[config.mk]
export PLATFORM = sky130hd
export DESIGN_NAME = class_merge
export DESIGN_NICKNAME = d
export VERILOG_FILES = /design/src/rtl/class_merge_pkg.sv /design/src/rtl/wrr_arbiter.sv /design/src/rtl/class_merge.sv
export SDC_FILE = /design/constraint.sdc
export NUM_CORES = 1
export LEC_CHECK = 0
export ABC_CLOCK_PERIOD_IN_PS = 3050
export CAP_MARGIN = 20
export CORE_MARGIN = 2
export CORE_UTILIZATION = 49
export CTS_BUF_LIST = sky130_fd_sc_hd__clkbuf_16
export DETAILED_ROUTE_END_ITERATION = 16
export PLACE_DENSITY_LB_ADDON = 0.08
export SYNTH_ARGS = -nofsm -noshare
export SYNTH_HDL_FRONTEND = slang
export SYNTH_HIERARCHICAL = 1
export SYNTH_SLANG_ARGS = --single-unit
[constraint.sdc]
create_clock -name clk -period 3.05 [get_ports clk]
set_input_delay 0.61 -clock clk [delete_from_list [all_inputs] [get_ports clk]]
set_output_delay 0.61 -clock clk [all_outputs]
set_load 0.05 [all_outputs]
[src/rtl/class_merge_pkg.sv]
// -----------------------------------------------------------------------------
// class_merge_pkg
//   Shared definitions for the class splitter / class merge pair.
//   - merge_state_e : arbitration FSM encoding (IDLE / SERVE0 / SERVE1)
//   - class_bit()   : index of the class bit in a DATA_SIZE-bit word (the MSB)
// -----------------------------------------------------------------------------
package class_merge_pkg;

  typedef enum logic [1:0] {
    IDLE   = 2'd0,
    SERVE0 = 2'd1,
    SERVE1 = 2'd2
  } merge_state_e;

  // Class 0 words carry 0 in this bit, class 1 words carry 1.
  function automatic int class_bit(input int data_size);
    return data_size - 1;
  endfunction

endpackage

[src/rtl/wrr_arbiter.sv]
// -----------------------------------------------------------------------------
// wrr_arbiter
//   Weighted round-robin grant FSM for the two per-class FIFOs.
//   Ports:
//     clk, reset          : clock, synchronous active-high reset
//     fifo0_empty         : FIFO 0 has no head word
//     fifo1_empty         : FIFO 1 has no head word
//     out_pause           : downstream backpressure; freezes the FSM
//     grant0, grant1      : FSM is serving FIFO 0 / FIFO 1 (one-hot or none)
//     state               : current FSM state, exposed for observation
//   A pop happens in SERVEk whenever FIFO k is non-empty and out_pause is low;
//   the top gates the actual pop strobes, this block only tracks the bursts.
// -----------------------------------------------------------------------------
module wrr_arbiter
  import class_merge_pkg::*;
#(
  parameter int W0 = 2,
  parameter int W1 = 2
) (
  input  logic         clk,
  input  logic         reset,
  input  logic         fifo0_empty,
  input  logic         fifo1_empty,
  input  logic         out_pause,
  output logic         grant0,
  output logic         grant1,
  output merge_state_e state
);

  localparam int WMAX = (W0 > W1) ? W0 : W1;
  localparam int BW   = $clog2(WMAX + 1);

  merge_state_e  state_nxt;
  logic [BW-1:0] burst_cnt, burst_cnt_nxt;
  logic          last_grant, last_grant_nxt;

  // Views of the FIFO being served and the other one.
  logic          serving1;
  logic          own_empty;
  logic          other_empty;
  logic [BW-1:0] limit;

  always_ff @(posedge clk) begin
    if (reset) begin
      state      <= IDLE;
      burst_cnt  <= '0;
      last_grant <= 1'b1;  // FIFO 0 wins the first tie
    end else begin
      state      <= state_nxt;
      burst_cnt  <= burst_cnt_nxt;
      last_grant <= last_grant_nxt;
    end
  end

  always_comb begin
    state_nxt      = state;
    burst_cnt_nxt  = burst_cnt;
    last_grant_nxt = last_grant;
    serving1       = (state == SERVE1);
    own_empty      = serving1 ? fifo1_empty : fifo0_empty;
    other_empty    = serving1 ? fifo0_empty : fifo1_empty;
    limit          = serving1 ? BW'(W1 - 1) : BW'(W0 - 1);

    case (state)
      IDLE: begin
        // Both non-empty: serve the FIFO that did not have the last turn.
        if (!fifo0_empty && (fifo1_empty || last_grant)) begin
          state_nxt      = SERVE0;
          burst_cnt_nxt  = '0;
          last_grant_nxt = 1'b0;
        end else if (!fifo1_empty) begin
          state_nxt      = SERVE1;
          burst_cnt_nxt  = '0;
          last_grant_nxt = 1'b1;
        end
      end

      SERVE0, SERVE1: begin
        if (!out_pause) begin
          // A non-empty own FIFO means a pop this cycle, so reaching the
          // weight limit here ends the burst after that pop.
          if (own_empty || (burst_cnt == limit)) begin
            if (!other_empty) begin
              state_nxt      = serving1 ? SERVE0 : SERVE1;
              burst_cnt_nxt  = '0;
              last_grant_nxt = !serving1;
            end else begin
              state_nxt     = IDLE;
              burst_cnt_nxt = '0;
            end
          end else begin
            burst_cnt_nxt = burst_cnt + BW'(1);
          end
        end
      end

      default: state_nxt = IDLE;
    endcase
  end

  assign grant0 = (state == SERVE0);
  assign grant1 = (state == SERVE1);

endmodule

[src/rtl/class_merge.sv]
// -----------------------------------------------------------------------------
// class_merge
//   Drains the two per-class FWFT FIFOs with weighted round-robin and merges
//   them into one registered DATA_SIZE-bit stream.
//   Ports:
//     clk, reset               : clock, synchronous active-high reset
//     fifo0_data, fifo0_empty  : FIFO 0 head word / empty flag
//     fifo1_data, fifo1_empty  : FIFO 1 head word / empty flag
//     out_pause                : downstream backpressure, 1 = do not send
//     fifo0_pop, fifo1_pop     : combinational pop strobes (never both)
//     out, out_valid           : merged word and its valid (registered)
//     count0, count1           : wrapping per-class forwarded-word counters
//     class_error              : sticky, a popped word had the wrong class bit
//
//   Handshake: a FIFO's head word is taken exactly in a cycle where its pop is
//   high, which requires the FIFO to be non-empty (its "valid") and out_pause
//   low (downstream "ready"); that word appears on out with out_valid=1 in the
//   next cycle. out_valid is a one-cycle strobe per word, not held.
// -----------------------------------------------------------------------------
module class_merge
  import class_merge_pkg::*;
#(
  parameter int DATA_SIZE = 10,
  parameter int MAIN_SIZE = 8,
  parameter int W0        = 2,
  parameter int W1        = 2
) (
  input  logic                 clk,
  input  logic                 reset,
  input  logic [DATA_SIZE-1:0] fifo0_data,
  input  logic                 fifo0_empty,
  input  logic [DATA_SIZE-1:0] fifo1_data,
  input  logic                 fifo1_empty,
  input  logic                 out_pause,
  output logic                 fifo0_pop,
  output logic                 fifo1_pop,
  output logic [DATA_SIZE-1:0] out,
  output logic                 out_valid,
  output logic [MAIN_SIZE-1:0] count0,
  output logic [MAIN_SIZE-1:0] count1,
  output logic                 class_error
);

  localparam int CB = class_bit(DATA_SIZE);

  logic                 grant0, grant1;
  merge_state_e         arb_state;
  logic [DATA_SIZE-1:0] pop_data;

  wrr_arbiter #(
    .W0 (W0),
    .W1 (W1)
  ) u_arb (
    .clk         (clk),
    .reset       (reset),
    .fifo0_empty (fifo0_empty),
    .fifo1_empty (fifo1_empty),
    .out_pause   (out_pause),
    .grant0      (grant0),
    .grant1      (grant1),
    .state       (arb_state)
  );

  // Reset is folded in so a reset cycle can never consume a FIFO word.
  assign fifo0_pop = grant0 & !fifo0_empty & !out_pause & !reset;
  assign fifo1_pop = grant1 & !fifo1_empty & !out_pause & !reset;

  assign pop_data = (arb_state == SERVE1) ? fifo1_data : fifo0_data;

  always_ff @(posedge clk) begin
    if (reset) begin
      out         <= '0;
      out_valid   <= 1'b0;
      count0      <= '0;
      count1      <= '0;
      class_error <= 1'b0;
    end else begin
      out_valid <= fifo0_pop | fifo1_pop;
      if (fifo0_pop | fifo1_pop) begin
        out <= pop_data;
      end
      if (fifo0_pop) begin
        count0 <= count0 + MAIN_SIZE'(1);
        if (fifo0_data[CB]) class_error <= 1'b1;
      end
      if (fifo1_pop) begin
        count1 <= count1 + MAIN_SIZE'(1);
        if (!fifo1_data[CB]) class_error <= 1'b1;
      end
    end
  end

endmodule

==> run metrics <==
met3 WL=247 um; crit path DAT=1930 ps; Ports=55; Vias/cell=5.23; Worst Hold Slack=490 ps; commonest non-fill, non-tap cell in the layout=clkdlybuf4s50_1; Starting DRT DRC Count=72; crit path buf inv count=2; FFs w/ async S/R, synth=0; RSZ-0062 raised after global routing=no; Layout fillers=264; via count=1465; Critical Path RT=2440 ps; min-delay src=u_arb/burst_cnt[0]; Tcrit/Tclk final=0.833; Post-Route Setup TNS=0 ps; global route overflow=0; nets=266; synthesized flop and latch total=33; Port Buffer Count=54; Routed Antenna Nets=0; pre-CTS WS=508 ps; # H-tree levels=2; Die Ht=62.7 um; crit path kind=in -> out; Synth Flop Type=dfxtp_1; Routed WL per cell=13.6 um; post-synthesis sequential area ratio=0.391; final worst clock skew=1.03 ps; CTS tree=yes; Worst Tran Pin Value=517 ps; max_slew headroom=0.655; post-layout min period=2540 ps; GRT Total Usage=0.215; Yosys cell types=39; final hold violations=0; PwrDens=625 nW/um^2; routability cong.=0.778; Detailed Route WL=3800 um; hold-critical path depth=2; leak pwr=0.869 nW; crit path capture type=output pin; CP max-delay cell=clkdlybuf4s50_1; Post-synth EDFFs=0; critical path's top delay family=buffers and inverters; Max Fanout on Critical Path=8; drc violations=0; reg2reg setup slack=1050 ps; worst setup path start=fifo0_empty; MaxCap Viol Count=0; PnR worst setup slack=510 ps; antenna violations before repair=0; number of global-route vias before repair=1487; hold path endpoint=u_arb/burst_cnt[0]; hold buffer count at cts=0; syn nets=208; critical-path cell list=clkdlybuf4s50_1, nand2b_4, nor3_1, buf_12; fmax=394 MHz; crit path launch type=input pin; routed wl met2=1940 um; layout cells sized above 1=0.124; Layout area overhead=44.6%; clock-pin slew on the worst setup and hold paths=50 ps; Syn Std Cell Area=1690 um^2; CTS Buffer Depth=2; final setup fails=0; Worst-Skew Late Latency=270 ps; crit-path max cell delay=570 ps; setup bufs post-CTS=0; Reg-to-Reg End=u_arb/burst_cnt[0]; die area=3940 um^2; Hold WC Path Type=reg -> reg; Starting Density=0.507; VDD IR max=0.420 mV; WL met1=1590 um; Horiz. Die Dim=62.7 um; Sink Count=33; pin count of the biggest net entering global routing=34; hpwl dp=2790 um; top routing layer used=met4; fin. max-slew vios=0; run status=finished, final reports clean; Mapped Cells=175; WP depth=4; CTS resizes=0; reg2reg start=u_arb/state[0]; most frequent cells in the layout=clkdlybuf4s50_1 (52), dfxtp_1 (33), nor2_1 (26); CTS root buf=clkbuf_16; reg2reg path depth=6; cts bufs inserted=5; core box area=3340 um^2; global-route wire length before repair=6730 um; ant diodes=0; row count=21; post-synthesis area per instance=9.66 um^2; warnings from Yosys=6; DR pass1 iterations=4
[layout make-up]
cell class	instances	area (um^2)	area share
clock buffers	5	125	0.0512
clock inverters	3	12.5	0.00512
inverters	4	15.0	0.00614
multi-input cells	131	982	0.402
flip-flops and latches	33	661	0.270
well taps	46	57.6	0.0236
repair buffers	58	591	0.242
[metal layers]
layer  up-vias  global-route usage
met5         -                   0
met4         0              0.0667
met3         2              0.0685
met2        50               0.383
met1       673               0.245
li1        740                   -
[worst min-delay path: stages (launching register included)]
cell and delay [ps]:
dfxtp_1 320, nand2b_1 70, a21oi_1 60
[stage by stage]
step                       util  instance area, um^2  instances  power, mW
final                     0.732                 2440        280       1.53
after global routing      0.732                 2440        280       1.61
after CTS                 0.732                 2440        280       1.54
after detailed placement  0.691                 2310        272       1.07
after global placement    0.691                 2310        272       1.04
after floorplan               -                 1690        175      0.916
[state kept, by name, indices dropped and copies added, names as in the netlist]
signal	cells
u_arb/last_grant	1
out_valid	1
count1	8
class_error	1
u_arb/state	2
out	10
u_arb/burst_cnt	2
count0	8
[cells by family (layout without fill, tap and decap cells)]
group                      Yosys count  count (layout)  synth area share
xor gates and xnor gates            12              12            0.0622
muxes                               14              14            0.0859
AOI/OAI and AO/OA                   29              29             0.156
buffers and inverters               11              70            0.0281
DFF                                 33              33             0.391
and+or+nand+nor                     68              68             0.218
adders and majority gates            8               8            0.0592
[power breakdown]
group	switching (mW)	internal, mW	total [mW]
clock network	0.167	0.294	0.461
logic	0.311	0.252	0.563
registers	0.0320	0.470	0.502
total	0.510	1.02	1.53
[synth_stat cells, types with 2 or more instances]
cell type  instances  area share
mux2i_1           13       0.077
nor2_1            26       0.058
nand2_1            8       0.018
or3_1              3       0.011
inv_1              4      0.0089
o21a_1             2      0.0089
nand3_1            4       0.012
xor2_1             8       0.041
ha_1               8       0.059
nand2b_1           6       0.022
buf_2              5       0.015
dfxtp_1           33        0.39
nor3_1             5       0.015
a21oi_1            6       0.018
nand4_1            5       0.019
xnor2_1            4       0.021
a211oi_2          10       0.074
o21ai_0            4       0.012
[how the worst max path moves through the flow]
stage,end,slack [ps]
after floorplan,fifo0_pop,560
after global placement,fifo1_pop,560
after detailed placement,fifo0_pop,510
after CTS,fifo0_pop,490
after global routing,fifo0_pop,430
final,fifo0_pop,510
No activity file was read; power rests on OpenSTA's default activity.
==> RTL change: new RTL, same settings <==
Make the reset (`reset`) asynchronous in 2 clocked blocks. Comments in the files are not updated.
--- a/src/rtl/wrr_arbiter.sv
+++ b/src/rtl/wrr_arbiter.sv
@@ -40,7 +40,7 @@
   logic          other_empty;
   logic [BW-1:0] limit;
 
-  always_ff @(posedge clk) begin
+  always_ff @(posedge clk or posedge reset) begin
     if (reset) begin
       state      <= IDLE;
       burst_cnt  <= '0;
--- a/src/rtl/class_merge.sv
+++ b/src/rtl/class_merge.sv
@@ -67,7 +67,7 @@
 
   assign pop_data = (arb_state == SERVE1) ? fifo1_data : fifo0_data;
 
-  always_ff @(posedge clk) begin
+  always_ff @(posedge clk or posedge reset) begin
     if (reset) begin
       out         <= '0;
       out_valid   <= 1'b0;
Formal check against the unedited RTL: differs if reset is asserted again (counterexample within 4 cycles, from zero or initial values and one cycle with reset high); with reset held inactive, the same outputs for 10 cycles.
==> RTL change against the original RTL <==
  * Sequential cell count unchanged
  * Design area increased by 1.8%
  * Routed wire length decreased by 2.9%
  * First-iteration DRC count decreased by 69%
  * Count of clock-buffer cells in the layout unchanged
  * Setup slack got worse by 180 ps
  * Critical path type unchanged
  * Die area increased by 1.7%
  * Worst hold slack got worse by 21 ps
  * Area after synthesis increased by 1.8%
Power is not compared: it rests on default switching activity, and its combinational part moved more than twofold at a synthesized area within 25%.
==> RTL change: results (changes against the original RTL) <==
* Worst-case register-to-register setup slack at 1000 ps (-50 ps)
* Final routed wirelength across all metal layers at 3685 µm (-2.9%)
* Start point of the critical path: fifo1_empty
* Initial antenna violation count at 0 (unchanged)
* # placed instances at 248 (-8.8%)
* Largest net degree at the start of global routing at 21 (-38%)
* Internal portion of total power at 1348 µW
* Total GRT Usage at 21.13% (-0.41 points)
* Skew-Pair Late Insertion Delay at 270 ps (about the same)
* Final critical delay including setup and external delays at 2720 ps (+179.6 ps)
* Crit Reg-Reg Endpoint: count1[7]
* HPWL after DPL at 2771 µm (-0.52%)
* Count of TritonRoute iterations in the first routing pass at 4 (unchanged)
* Clock tree skew after final layout at 1.536 ps (+0.5039 ps)
* Delay of the slowest cell on the worst path at 620 ps (+50 ps)
* Number of gates given a new drive strength after cts at 0 (unchanged)
* Proportion of netlist area held by the largest area contributor at 46.55% (+7.5 points)
* Critical Path AT at 2110 ps (+180 ps)
* Global-route wire length before repair at 6589 µm (-2.2%)
* Vias in the first global route at 1,401 (-5.8%)
* Worst Max-Slew Pin Slew at 512.1 ps (-4.504 ps)
* Post-layout net count at 242 (-9.0%)
* Fraction of layout cells with a size suffix above 1 at 19.52% (+7.1 points)
* Net count after synthesis at 180 (-13%)
* Placed standard-cell area at 2350 µm² (+1.9%)
* Vias after detailed routing at 1,338 (-8.7%)
* Crit Reg-Reg Startpoint: u_arb/state[0]
* Proportion of synthesized flip-flops having asynchronous set or reset at 100.0% (+100 points)
* Dominant cells by area after synthesis: dfrtp_1, mux2_2, ha_1, xor2_1, nand2_1
* Count of cell types in the netlist at 35 (-10%)
* Syn avg cell area at 11.70 µm² (+21%)
* Top post-synthesis cells by count: dfrtp_1, mux2_2, nand2_1
* RD Place Congestion at 0.8486 (+9.1%)
* Max stage delay cell, worst path: or4b_1
* Sequential element share of the synthesized area at 48.07% (+9.0 points)
* Detail-routed net length per standard cell at 14.39 µm (+6.1%)
* CTS root buffer: clkbuf_16
* Critical path endpoint: fifo1_pop
* # fillers at 250 (-5.3%)
* Status: completed
* DR iter-0 viols at 22 (-69%)
* Setup Slack @ Placement at 351.2 ps (-157.1 ps)
* Max-capacitance violation count at 0 (unchanged)
-- RTL change: cell count changes in the layout (fill, tap and decap cells not counted), moves of 4 or more --
cell	change
nand2_1	+6
mux2i_1	-12
a21oi_1	-4
mux2_2	+21
nor2_1	-23
dfrtp_1	+32
a211oi_2	-9
dfxtp_1	-33
inv_1	+5
-- RTL change: layer usage --
layer	up-vias	part of all wire, %	wire length [µm]	global-route usage (%)
met5	-	0	0	0
li1	641	-	-	-
met1	650	40	1492	23.83
met3	8	5.3	196	6.071
met2	39	52	1899	37.10
met4	0	2.6	96	9.239
-- RTL change: worst min-delay path by stage --
stage,startpoint,endpoint,slack [ps],cells past startpoint
2_1_floorplan,reset,u_arb/burst_cnt[0],390,1
3_3_place_gp,count0[7],count0[7],460,1
3_5_place_dp,count1[7],count1[7],460,1
4_1_cts,count1[7],count1[7],470,1
5_1_grt,count1[7],count1[7],480,1
6_report,count1[7],count1[7],470,1
-- RTL change: cells by family after synthesis --
group,count (synthesis),share of synthesized area (%)
and+or+nand+nor,41,14.04
DFF,33,48.07
muxes,23,14.98
AOI/OAI and AO/OA,16,6.401
xor gates and xnor gates,14,7.127
buffers and inverters,12,3.563
adders and majority gates,8,5.818
-- RTL change: area by class of cell --
cell class              count  area, µm²  area share, %
inverters                   8      30.03          1.207
clock buffers               5      125.1          5.028
flip-flops and latches     33      827.0          33.23
multi-input cells         102      837.1          33.63
well taps                  46      57.56          2.313
clock inverters             3      13.76         0.5530
repair buffers             59      598.1          24.03
-- RTL change: power groups by stage --
| stage | clock (µW) | sequential [µW] | combinational, µW |
|---|---|---|---|
| global route | 501 | 698 | 1240 |
| detailed placement | 0 | 683 | 1160 |
| global placement | 0 | 668 | 1140 |
| finish | 466 | 675 | 1160 |
| CTS | 479 | 677 | 1170 |
| floorplan | 0 | 1030 | 447 |
